File: config.mk
export PLATFORM = sky130hd
export DESIGN_NAME = multiplier_datapath
export DESIGN_NICKNAME = d
export VERILOG_FILES = /design/src/rtl/mult_pkg.sv /design/src/rtl/result_holder.sv /design/src/rtl/multiplier_datapath.sv
export SDC_FILE = /design/constraint.sdc
export NUM_CORES = 1
export LEC_CHECK = 0
export ABC_CLOCK_PERIOD_IN_PS = 2400
export CAP_MARGIN = 20
export CELL_PAD_IN_SITES_DETAIL_PLACEMENT = 0
export CELL_PAD_IN_SITES_GLOBAL_PLACEMENT = 2
export CORE_AREA = 2 2 61 74
export DETAILED_ROUTE_END_ITERATION = 6
export DIE_AREA = 0 0 63 76
export PLACE_DENSITY_LB_ADDON = 0.2
export SLEW_MARGIN = 0
export SYNTH_ARGS = -nofsm -noshare
export SYNTH_HDL_FRONTEND = slang
export SYNTH_HIERARCHICAL = 1
export SYNTH_SLANG_ARGS = --single-unit
File: constraint.sdc
create_clock -name clock -period 2.4 [get_ports clock]
set_clock_uncertainty 0.1 [all_clocks]
set_input_delay 0.36 -clock clock [delete_from_list [all_inputs] [get_ports clock]]
set_output_delay 0.36 -clock clock [all_outputs]
set_load 0.02 [all_outputs]
File: src/rtl/mult_pkg.sv
// Shared types and sizes for the shift-add multiplier (sequencer and datapath).
package mult_pkg;

  localparam int MULT_WIDTH = 4;
  localparam int PWIDTH     = 2 * MULT_WIDTH;

  // Working register {C,A,Q}: carry, accumulator, multiplier/low product.
  typedef struct packed {
    logic                  c;
    logic [MULT_WIDTH-1:0] a;
    logic [MULT_WIDTH-1:0] q;
  } dp_reg_t;

endpackage

File: src/rtl/result_holder.sv
// Captures {A,Q} on a rising ready edge and holds it under a valid/ack handshake.
module result_holder
  import mult_pkg::*;
#(
  parameter int PW = PWIDTH
) (
  input  logic          clock,
  input  logic          n_rst,
  input  logic          ready,
  input  logic          result_ack,
  input  logic [PW-1:0] prod_in,
  output logic [PW-1:0] product,
  output logic          result_valid,
  output logic          overrun
);

  logic ready_d;
  logic capture;

  assign capture = ready & ~ready_d;

  always_ff @(posedge clock) begin
    if (!n_rst) begin
      ready_d      <= 1'b0;
      product      <= '0;
      result_valid <= 1'b0;
      overrun      <= 1'b0;
    end else begin
      ready_d <= ready;
      // A capture coinciding with an ack replaces the old result cleanly.
      if (capture) begin
        product      <= prod_in;
        result_valid <= 1'b1;
        if (result_valid && !result_ack) overrun <= 1'b1;
      end else if (result_ack) begin
        result_valid <= 1'b0;
      end
    end
  end

endmodule

File: src/rtl/multiplier_datapath.sv
// Shift-add multiplier datapath: M, {C,A,Q} micro-ops and result capture.
// WIDTH must match mult_pkg::MULT_WIDTH, which sizes the shared register struct.
module multiplier_datapath
  import mult_pkg::*;
#(
  parameter int WIDTH = MULT_WIDTH
) (
  input  logic               clock,
  input  logic               n_rst,
  input  logic               reset,
  input  logic               add,
  input  logic               shift,
  input  logic               ready,
  input  logic [WIDTH-1:0]   multiplicand,
  input  logic [WIDTH-1:0]   multiplier,
  input  logic               result_ack,
  output logic               Q0,
  output logic [2*WIDTH-1:0] product,
  output logic               result_valid,
  output logic               overrun
);

  dp_reg_t          r;
  dp_reg_t          r_next;
  logic [WIDTH-1:0] m;
  logic [WIDTH:0]   sum;

  // NOTE: every signal written here gets a default first, so no latch is inferred.
  always_comb begin
    sum    = {1'b0, r.a} + {1'b0, m};
    r_next = r;
    if (reset) begin
      r_next = '{c: 1'b0, a: '0, q: multiplier};
    end else begin
      if (add) {r_next.c, r_next.a} = sum;
      // Shift consumes the post-add {C,A} when both strobes are present.
      if (shift) r_next = {1'b0, r_next.c, r_next.a, r.q[WIDTH-1:1]};
    end
  end

  // NOTE: state uses non-blocking assignments so all registers update together.
  always_ff @(posedge clock) begin
    if (!n_rst) begin
      r <= '0;
      m <= '0;
    end else begin
      r <= r_next;
      if (reset) m <= multiplicand;
    end
  end

  assign Q0 = r.q[0];

  result_holder #(.PW(2 * WIDTH)) u_result_holder (
    .clock        (clock),
    .n_rst        (n_rst),
    .ready        (ready),
    .result_ack   (result_ack),
    .prod_in      ({r.a, r.q}),
    .product      (product),
    .result_valid (result_valid),
    .overrun      (overrun)
  );

endmodule

==> results of run 1 <==
-- sequential cells by signal (all words and copies together) (netlist names) --
register and cells:
r 8, u_result_holder/product 8, m 4, Q0 1, u_result_holder/overrun 1, u_result_holder/ready_d 1
u_result_holder/result_valid 1
-- routing by layer --
metal	wire length [um]	share of wire (%)
met1	1040	47
met2	1100	50
met3	55	2.5
met4	17	0.77
met5	0	0
-- stage by stage --
step / power [W] / std cells / util [%] / hold slack, ps / setup slack (ps)
6_report: 0.000818 / 197 / 35.1 / 353 / 553
2_1_floorplan: 0.000507 / 117 / - / 343 / 647
3_3_place_gp: 0.000554 / 193 / 33.7 / 343 / 537
5_1_grt: 0.000864 / 197 / 35.1 / 379 / 479
4_1_cts: 0.000830 / 197 / 35.1 / 358 / 545
3_5_place_dp: 0.000556 / 193 / 33.7 / 345 / 534
-- final timing paths --
check	from	cells past startpoint	to	slack, ps
min reg2reg	u_result_holder/product[7]	2	u_result_holder/product[7]	350
max reg2reg	r[4]	5	r[5]	550
max	r[4]	5	r[5]	550
min	u_result_holder/product[7]	2	u_result_holder/product[7]	350
-- worst min-delay path: cells and delay by family, from the launching register on --
kind / cells / cell delay [ps]
AOI/OAI and AO/OA: 1 / 50
DFF: 1 / 310
and+or+nand+nor: 1 / 50
-- layout by cell type, fill, tap and decap left out, types with 2 or more instances in the layout --
master,Yosys,routed
and2_1,4,4
clkbuf_8,0,4
nand2b_1,4,4
nand2_1,21,21
o21ai_0,3,3
a21boi_1,8,8
o31a_1,2,2
o21a_1,3,3
clkdlybuf4s50_1,0,25
nor2_1,3,3
ha_1,4,4
mux2i_1,10,10
a21oi_1,4,4
nor2b_1,9,9
dfxtp_1,24,24
-- area by class of cell --
cell class,instances,share of cell area (%)
well taps,56,4.84
clock buffers,4,3.80
flip-flops and latches,24,33.2
repair buffers,26,17.8
inverters,1,0.259
multi-input cells,86,40.2
-- logic make-up (layout without fill, tap and decap cells) --
kind of cell / after synthesis / after routing / synth area share (%)
AND/OR/NAND/NOR: 44 / 44 / 19.6
AO/OA/AOI/OAI: 26 / 26 / 16.9
flip-flops: 24 / 24 / 43.4
multiplexers: 10 / 10 / 9.05
buffers and inverters: 7 / 31 / 3.96
adder cells (fa/ha/maj): 5 / 5 / 6.34
XOR/XNOR: 1 / 1 / 0.792
-- power by group through the flow --
stage | clock [W] | sequential (W) | combinational [W]
global placement | 0 | 0.000437 | 0.000118
detailed placement | 0 | 0.000437 | 0.000118
CTS | 0.000283 | 0.000428 | 0.000119
finish | 0.000274 | 0.000427 | 0.000117
global route | 0.000301 | 0.000431 | 0.000132
floorplan | 0 | 0.000441 | 0.0000662
-- cells in the mapped netlist (all sizes together) --
| master | instances | area, um^2 |
|---|---|---|
| o21ai | 3 | 15.0 |
| mux2i | 10 | 100 |
| nand2b | 4 | 25.0 |
| o21a | 3 | 22.5 |
| a211oi | 1 | 7.51 |
| nand2 | 21 | 78.8 |
| or3 | 1 | 6.26 |
| ha | 4 | 50.1 |
| nor3 | 1 | 5.00 |
| a21o | 1 | 7.51 |
| and2 | 5 | 33.8 |
| fa | 1 | 20.0 |
| nor2b | 9 | 56.3 |
| o31a | 2 | 17.5 |
| a21boi | 9 | 67.6 |
| o211a | 1 | 10.0 |
| clkbuf | 1 | 3.75 |
| o311a | 1 | 10.0 |
| dfxtp | 24 | 480 |
| xnor2 | 1 | 8.76 |
| a21oi | 5 | 28.8 |
| nor2 | 3 | 11.3 |
| inv | 1 | 3.75 |
| buf | 5 | 36.3 |
==> out/qor.yml, run 1 <==
run_status: "finished, final reports clean"
clock_pin_slew_of_the_registers_on_the_worst_case_setup_and_hold_paths_ps: 90
cp_max_fo: 3
drt-wirelength-per-cell_um: 11.3
clkLatencyLatePin_ps: 260
use_met3_pct: 1.33
die_area_um2: 4790
final_nets: 162
cap_violations: 0
initial_core_util_pct: 26.8
clock_tree.root_cell: "clkbuf_8"
finalHoldViolCount: 0
sw_frac_of_total_pct: 23.6
grt_setup_unrepaired: "false"
cts_resized: 0
final-seq-area_um2: 480
finalMaxSlewViolations: 0
vdd_drop_max_v: 0.000221
setup-tns-final_ps: 0
routed_via_density: 4.30
post_route_cells_drive_above_1_share_pct: 4.96
dieHeight_um: 76
timing.critical_path.slowest_stage_cell: "fa_1"
slew_headroom_pct: 61.1
fp.coreArea_um2: 4130
postSynthRegisterBits: 24
timing.final.setup_violations: 0
routed_wl_um: 2220
cts-root-to-sink-buffers: 2
synthesized_instance_count: 117
fmaxAchievable_mhz: 541
leakage_nw: 0.589
seq_area_frac_synth_pct: 43.4
post-route-drc-count: 0
power_frac_comb_pct: 14.3
synth.yosys.warnings: 6
global_route.overflow_total: 0
grt_util_all_layers_pct: 10.5
ctsHoldBuffers: 0
pwr_density_cell_nw_per_um2: 564
grt.met1_usage_pct: 12.8
crit_path_max_incr_delay_ps: 430
post_route_ant_nets: 0
fin_crit_ps: 1850
rows: 26
diodes: 0
critical_path.top_delay_family: "adder cells"
grt_max_degree: 16
cp_num_buf_inv: 0
worst-setup-path-type: "reg2reg"
total_clock_buffers_created_by_cts: 3
fillCellCount: 458
required_ps: 2460
synthesis.area_per_instance_um2: 9.45
cts_setup_buffers: 0
place_hpwl_um: 1710
synth.net_count: 137
cts_tree: "yes"
num_io_pins: 26
first_pass_grt_wire_length_um: 4070
final_min_period_over_clock_period_pct: 77.0
drt_iter0_drcs: 18
global_route.peak_usage_layer: "met2"
netlist_area_pre_place_um2: 1110
seqPwrFrac_pct: 52.3
min_path_type: "reg2reg"
critical_path_arrival_ps: 1910
cts_num_sinks: 24
power_switching_w: 0.000193
ctsHtreeMaxLevel: 1
grt_antenna_before_repair: 0
final_cell_area_um2: 1450
place_congestion: 0.752
synthDistinctLibCells: 29
worst-slew-pin-transition_ps: 582
die_width_um: 63
crit_path_start_kind: "flip-flop"
first_global_vias: 919
area.growth.synth_to_final_pct: 31.0
crit_path_cell_trace: "ha_1 > fa_1 > and2_4 > or3_1 > o211a_1"
multi_input_area_um2: 582
routed-via-count: 848
share_clk_of_total_power_pct: 33.5
port_buffers: 25
crit_path_end_kind: "flip-flop"
power.internal_w: 0.000625
placement.cell_area_um2: 1390
first_pass_iters: 4
grt_util_met2_pct: 18.6
Note: power is estimated with default switching activity, not from simulation.
==> run 2: changes to the inputs <==
--- a/config.mk
+++ b/config.mk
@@ -5,7 +5,7 @@
 export SDC_FILE = /design/constraint.sdc
 export NUM_CORES = 1
 export LEC_CHECK = 0
-export ABC_CLOCK_PERIOD_IN_PS = 2400
+export ABC_CLOCK_PERIOD_IN_PS = 1780
 export CAP_MARGIN = 20
 export CELL_PAD_IN_SITES_DETAIL_PLACEMENT = 0
 export CELL_PAD_IN_SITES_GLOBAL_PLACEMENT = 2
==> constraint.sdc (replaced) <==
create_clock -name clock -period 1.78 [get_ports clock]
set_clock_uncertainty 0.1 [all_clocks]
set_input_delay 0.267 -clock clock [delete_from_list [all_inputs] [get_ports clock]]
set_output_delay 0.267 -clock clock [all_outputs]
set_load 0.02 [all_outputs]
==> run 2 against run 1 <==
Against the previous run:
- non-clock buffer count grew 6
- routed wire length grew 3.2%
- fmax grew 6.9%
==> out/qor.yml, run 2 (synthesis results as in run 1) <==
diodes: 0
multi_input_area_um2: 594
first_pass_iters: 4
vdd_drop_max_v: 0.000219
area.growth.synth_to_final_pct: 36.3
crit_path_end_kind: "flip-flop"
cts_num_sinks: 24
cp_max_fo: 2
port_buffers: 25
final_nets: 168
finalHoldViolCount: 0
initial_core_util_pct: 26.8
worst-slew-pin-transition_ps: 365
crit_path_cell_trace: "ha_4 > fa_1 > and2_4 > or3_1 > o211a_1"
dieHeight_um: 76
layout.cells.most_common: "clkdlybuf4s50_1"
pwr_density_cell_nw_per_um2: 710
timing.final.setup_violations: 0
cap_violations: 0
post-route-drc-count: 0
timing.critical_path.slowest_stage_cell: "fa_1"
final_min_period_over_clock_period_pct: 97.1
slew_headroom_pct: 75.7
critical_path.top_delay_family: "adder cells"
fmaxAchievable_mhz: 578
rows: 26
routed_wl_um: 2290
die_area_um2: 4790
routed_via_density: 4.30
grt_setup_unrepaired: "false"
routed-via-count: 869
finalMaxSlewViolations: 0
first_pass_grt_wire_length_um: 4010
clock_pin_slew_of_the_registers_on_the_worst_case_setup_and_hold_paths_ps: 80
final_util_pct: 36.5
post_route_cells_drive_above_1_share_pct: 10.3
place_hpwl_um: 1750
critical_path_arrival_ps: 1790
largestRegisters: "r: 8 flops, u_result_holder/product: 8 flops, m: 4 flops"
grt_util_all_layers_pct: 10.6
crit_path_start_kind: "flip-flop"
required_ps: 1850
grt_antenna_before_repair: 0
fp.coreArea_um2: 4130
num_io_pins: 26
ctsHtreeMaxLevel: 1
clkLatencyLatePin_ps: 260
cts_tree: "yes"
fin_crit_ps: 1730
drt-wirelength-per-cell_um: 11.3
run_status: "finished, final reports clean"
global_route.overflow_total: 0
most_frequent_cells_in_the_layout: "25 x clkdlybuf4s50_1, 22 x dfxtp_1, 21 x nand2_1"
cts-root-to-sink-buffers: 2
final-seq-area_um2: 483
crit_path_max_incr_delay_ps: 430
leakage_nw: 0.615
first_global_vias: 864
timing.hold.ws_ps: 355
drt_iter0_drcs: 38
post_route_ant_nets: 0
fillCellCount: 435
die_width_um: 63
worst-setup-path-type: "reg2reg"
min_path_type: "reg2reg"
place_congestion: 0.689
total_clock_buffers_created_by_cts: 3
cp_num_buf_inv: 0
grt_max_degree: 16
clock_tree.root_cell: "clkbuf_8"
run 2: power breakdown:
part	leakage, nW	internal, W	switching (W)	total (W)
Sequential	0.197	0.000560	0.0000166	0.000577
Clock	0.0216	0.000151	0.000170	0.000321
Combinational	0.396	0.0000975	0.0000758	0.000173
run 2: final cells by class:
type	count	share of cell area, %
tap	56	4.65
inverter	1	0.249
timing repair buffer	32	20.9
multi-input combinational	86	39.4
sequential	24	32.0
clock buffer	3	2.74
run 2: layer usage:
layer  GRT usage (%)  wire (um)  up-vias  part of all wire (%)
met5               0          0        -                     0
met4            6.00         59        0                   2.6
met3            1.77         68        5                   3.0
met2            17.9       1130       17                    49
met1            12.6       1030      395                    45
li1                -          -      452                     -
run 2: repair_timing:
item,CTS,global route
setup buffers,0,1
endpoints found under the setup margin,1,1
hold buffers,0,0
pin swaps,0,2
resized for setup,4,0
run 2: tightest hold or removal path, stage by stage, from the launching register on:
cell and delay [ps]:
dfxtp_1 310, nand2_1 50, a21boi_1 50
run 2: path summary, 6_finish.rpt:
path / from / endpoint / slack [ps] / cells after the start
max: m[0] / r[5] / 50 / 5
min: u_result_holder/product[3] / u_result_holder/product[3] / 350 / 2
max reg2reg: m[0] / r[5] / 50 / 5
min reg2reg: u_result_holder/product[3] / u_result_holder/product[3] / 350 / 2
run 2: per-stage QoR:
| step | worst slack [ps] | cells | TNS (ps) | area, um^2 | total power [W] |
|---|---|---|---|---|---|
| after floorplan | 26.7 | 117 | 0 | 1110 | 0.000684 |
| after global placement | 20.5 | 198 | 0 | 1440 | 0.000759 |
| after detailed placement | -16.4 | 198 | -16.4 | 1440 | 0.000762 |
| after CTS | 10.3 | 201 | 0 | 1500 | 0.00109 |
| after global routing | 2.52 | 202 | 0 | 1510 | 0.00113 |
| final | 51.2 | 202 | 0 | 1510 | 0.00107 |
==> run 3: changes to the inputs <==
--- a/config.mk
+++ b/config.mk
@@ -9,9 +9,10 @@
 export CAP_MARGIN = 20
 export CELL_PAD_IN_SITES_DETAIL_PLACEMENT = 0
 export CELL_PAD_IN_SITES_GLOBAL_PLACEMENT = 2
-export CORE_AREA = 2 2 61 74
+export CORE_AREA = 2 2 60 73
+export CTS_CLUSTER_DIAMETER = 120
 export DETAILED_ROUTE_END_ITERATION = 6
-export DIE_AREA = 0 0 63 76
+export DIE_AREA = 0 0 62 75
 export PLACE_DENSITY_LB_ADDON = 0.2
 export SLEW_MARGIN = 0
 export SYNTH_ARGS = -nofsm -noshare
==> run 3 against run 2 <==
Against the previous run:
- utilization increased by 1.5 points
- routed wire length decreased by 1.3%
- critical path depth unchanged
- sequential power about the same
- fmax increased by 0.18%
- critical path type unchanged
- largest power group unchanged
- highest routed layer unchanged
==> out/qor.yml, run 3 (synthesis results as in run 1) <==
run_status: "finished, final reports clean"
fp.coreArea_um2: 3910
crit_path_max_incr_delay_ps: 430
required_ps: 1840
ctsHtreeMaxLevel: 1
finalHoldViolCount: 0
crit_path_start_kind: "flip-flop"
grt_util_all_layers_pct: 10.4
timing.final.setup_violations: 0
fmaxAchievable_mhz: 579
multi_input_area_um2: 594
final_cell_area_um2: 1490
largestRegisters: "r: 8 flops, u_result_holder/product: 8 flops, m: 4 flops"
clock_tree.root_cell: "clkbuf_8"
sw_frac_of_total_pct: 24.0
rows: 25
place_congestion: 0.698
final-seq-area_um2: 483
final_nets: 167
totalPowerFinal_w: 0.00106
setup-tns-final_ps: 0
die_area_um2: 4650
cts-root-to-sink-buffers: 2
leakage_nw: 0.605
seqPwrFrac_pct: 54.5
setup_slack_ps: 54.3
worst-slew-pin-transition_ps: 387
share_clk_of_total_power_pct: 29.7
final_min_period_over_clock_period_pct: 96.9
crit_path_end_kind: "flip-flop"
cap_violations: 0
placement.cell_area_um2: 1430
cts_num_sinks: 24
clock_pin_slew_of_the_registers_on_the_worst_case_setup_and_hold_paths_ps: 80
first_pass_grt_wire_length_um: 3620
critical_path.top_delay_family: "adder cells"
global_route.overflow_total: 0
fin_crit_ps: 1730
die_width_um: 62
cp_max_fo: 2
area.growth.synth_to_final_pct: 34.3
worst-setup-path-type: "reg2reg"
critical_path_arrival_ps: 1780
preCtsSetupSlack_ps: -29.2
finalMaxSlewViolations: 0
clkLatencyLatePin_ps: 260
min_path_type: "reg2reg"
cts_setup_buffers: 0
grt_setup_unrepaired: "false"
grt_antenna_before_repair: 0
drt-wirelength-per-cell_um: 11.4
timing.critical_path.slowest_stage_cell: "fa_1"
port_buffers: 25
routed_wl_um: 2260
cp_num_buf_inv: 0
routed_via_density: 4.39
fillCellCount: 410
timing.hold.ws_ps: 352
first_pass_iters: 4
diodes: 0
post_route_ant_nets: 0
cts_tree: "yes"
post-route-drc-count: 0
drt_iter0_drcs: 31
first_global_vias: 771
routed-via-count: 874
power_switching_w: 0.000255
place_hpwl_um: 1790
dieHeight_um: 75
layout.cells.most_common: "clkdlybuf4s50_1"
post_route_cells_drive_above_1_share_pct: 9.66
num_io_pins: 26
slew_headroom_pct: 74.2
grt_max_degree: 19
initial_core_util_pct: 28.3
power_frac_comb_pct: 15.8
crit_path_cell_trace: "ha_4 > fa_1 > and2_4 > or3_1 > o211a_1"
power.internal_w: 0.000805
vdd_drop_max_v: 0.000251
total_clock_buffers_created_by_cts: 3
pwr_density_cell_nw_per_um2: 713
most_frequent_cells_in_the_layout: "25 x clkdlybuf4s50_1, 22 x dfxtp_1, 21 x nand2_1"
==> run 3: cell types whose count changed in the layout (fill, tap and decap cells not counted) <==
cell / before / now
buf_12: 1 / 0
==> run 3: layout make-up <==
class                   instances  share of cell area, %
multi-input cells              86                   40.0
clock buffers                   3                   2.78
flip-flops and latches         24                   32.5
inverters                       1                  0.253
well taps                      54                   4.55
repair buffers                 31                   19.9
==> run 3: per-stage QoR <==
step	util, %	cells
after floorplan	-	117
after global placement	36.5	196
after detailed placement	36.5	196
after CTS	38.0	199
after global routing	38.0	199
final	38.0	199
==> run 3: worst paths after layout <==
path                            slack, ps  depth (start not counted)                  startpoint                    endpoint
worst max-delay path                   50                          5                        m[0]                        r[5]
worst min-delay path                  350                          2  u_result_holder/product[0]  u_result_holder/product[0]
worst max register to register         50                          5                        m[0]                        r[5]
worst min register to register        350                          2  u_result_holder/product[0]  u_result_holder/product[0]
==> run 3: worst register-to-register path, cell delays in order, from the launching register on <==
cell and delay, ps:
dfxtp_2 340, ha_4 160, fa_1 430, and2_4 170, or3_1 290, o211a_1 130
==> run 3: power by group through the flow <==
stage | Sequential, W | Clock [W] | Combinational (W)
2_1_floorplan | 0.000594 | 0 | 0.0000893
3_3_place_gp | 0.000588 | 0 | 0.000168
3_5_place_dp | 0.000590 | 0 | 0.000169
4_1_cts | 0.000578 | 0.000332 | 0.000171
5_1_grt | 0.000582 | 0.000350 | 0.000186
6_report | 0.000577 | 0.000314 | 0.000168
==> run 3: per-layer routing <==
metal / up-vias / wire length (um) / global-route usage, %
met5: - / 0 / 0
met4: 0 / 23 / 3.55
met1: 402 / 1070 / 13.6
met3: 2 / 86 / 1.72
met2: 17 / 1080 / 17.2
li1: 453 / - / -
==> run 3: repair_timing <==
item                                    in CTS  in global routing
pin swaps                                    0                  1
gates resized for setup                      4                  0
endpoints found under the setup margin       1                  1
hold buffers                                 0                  0
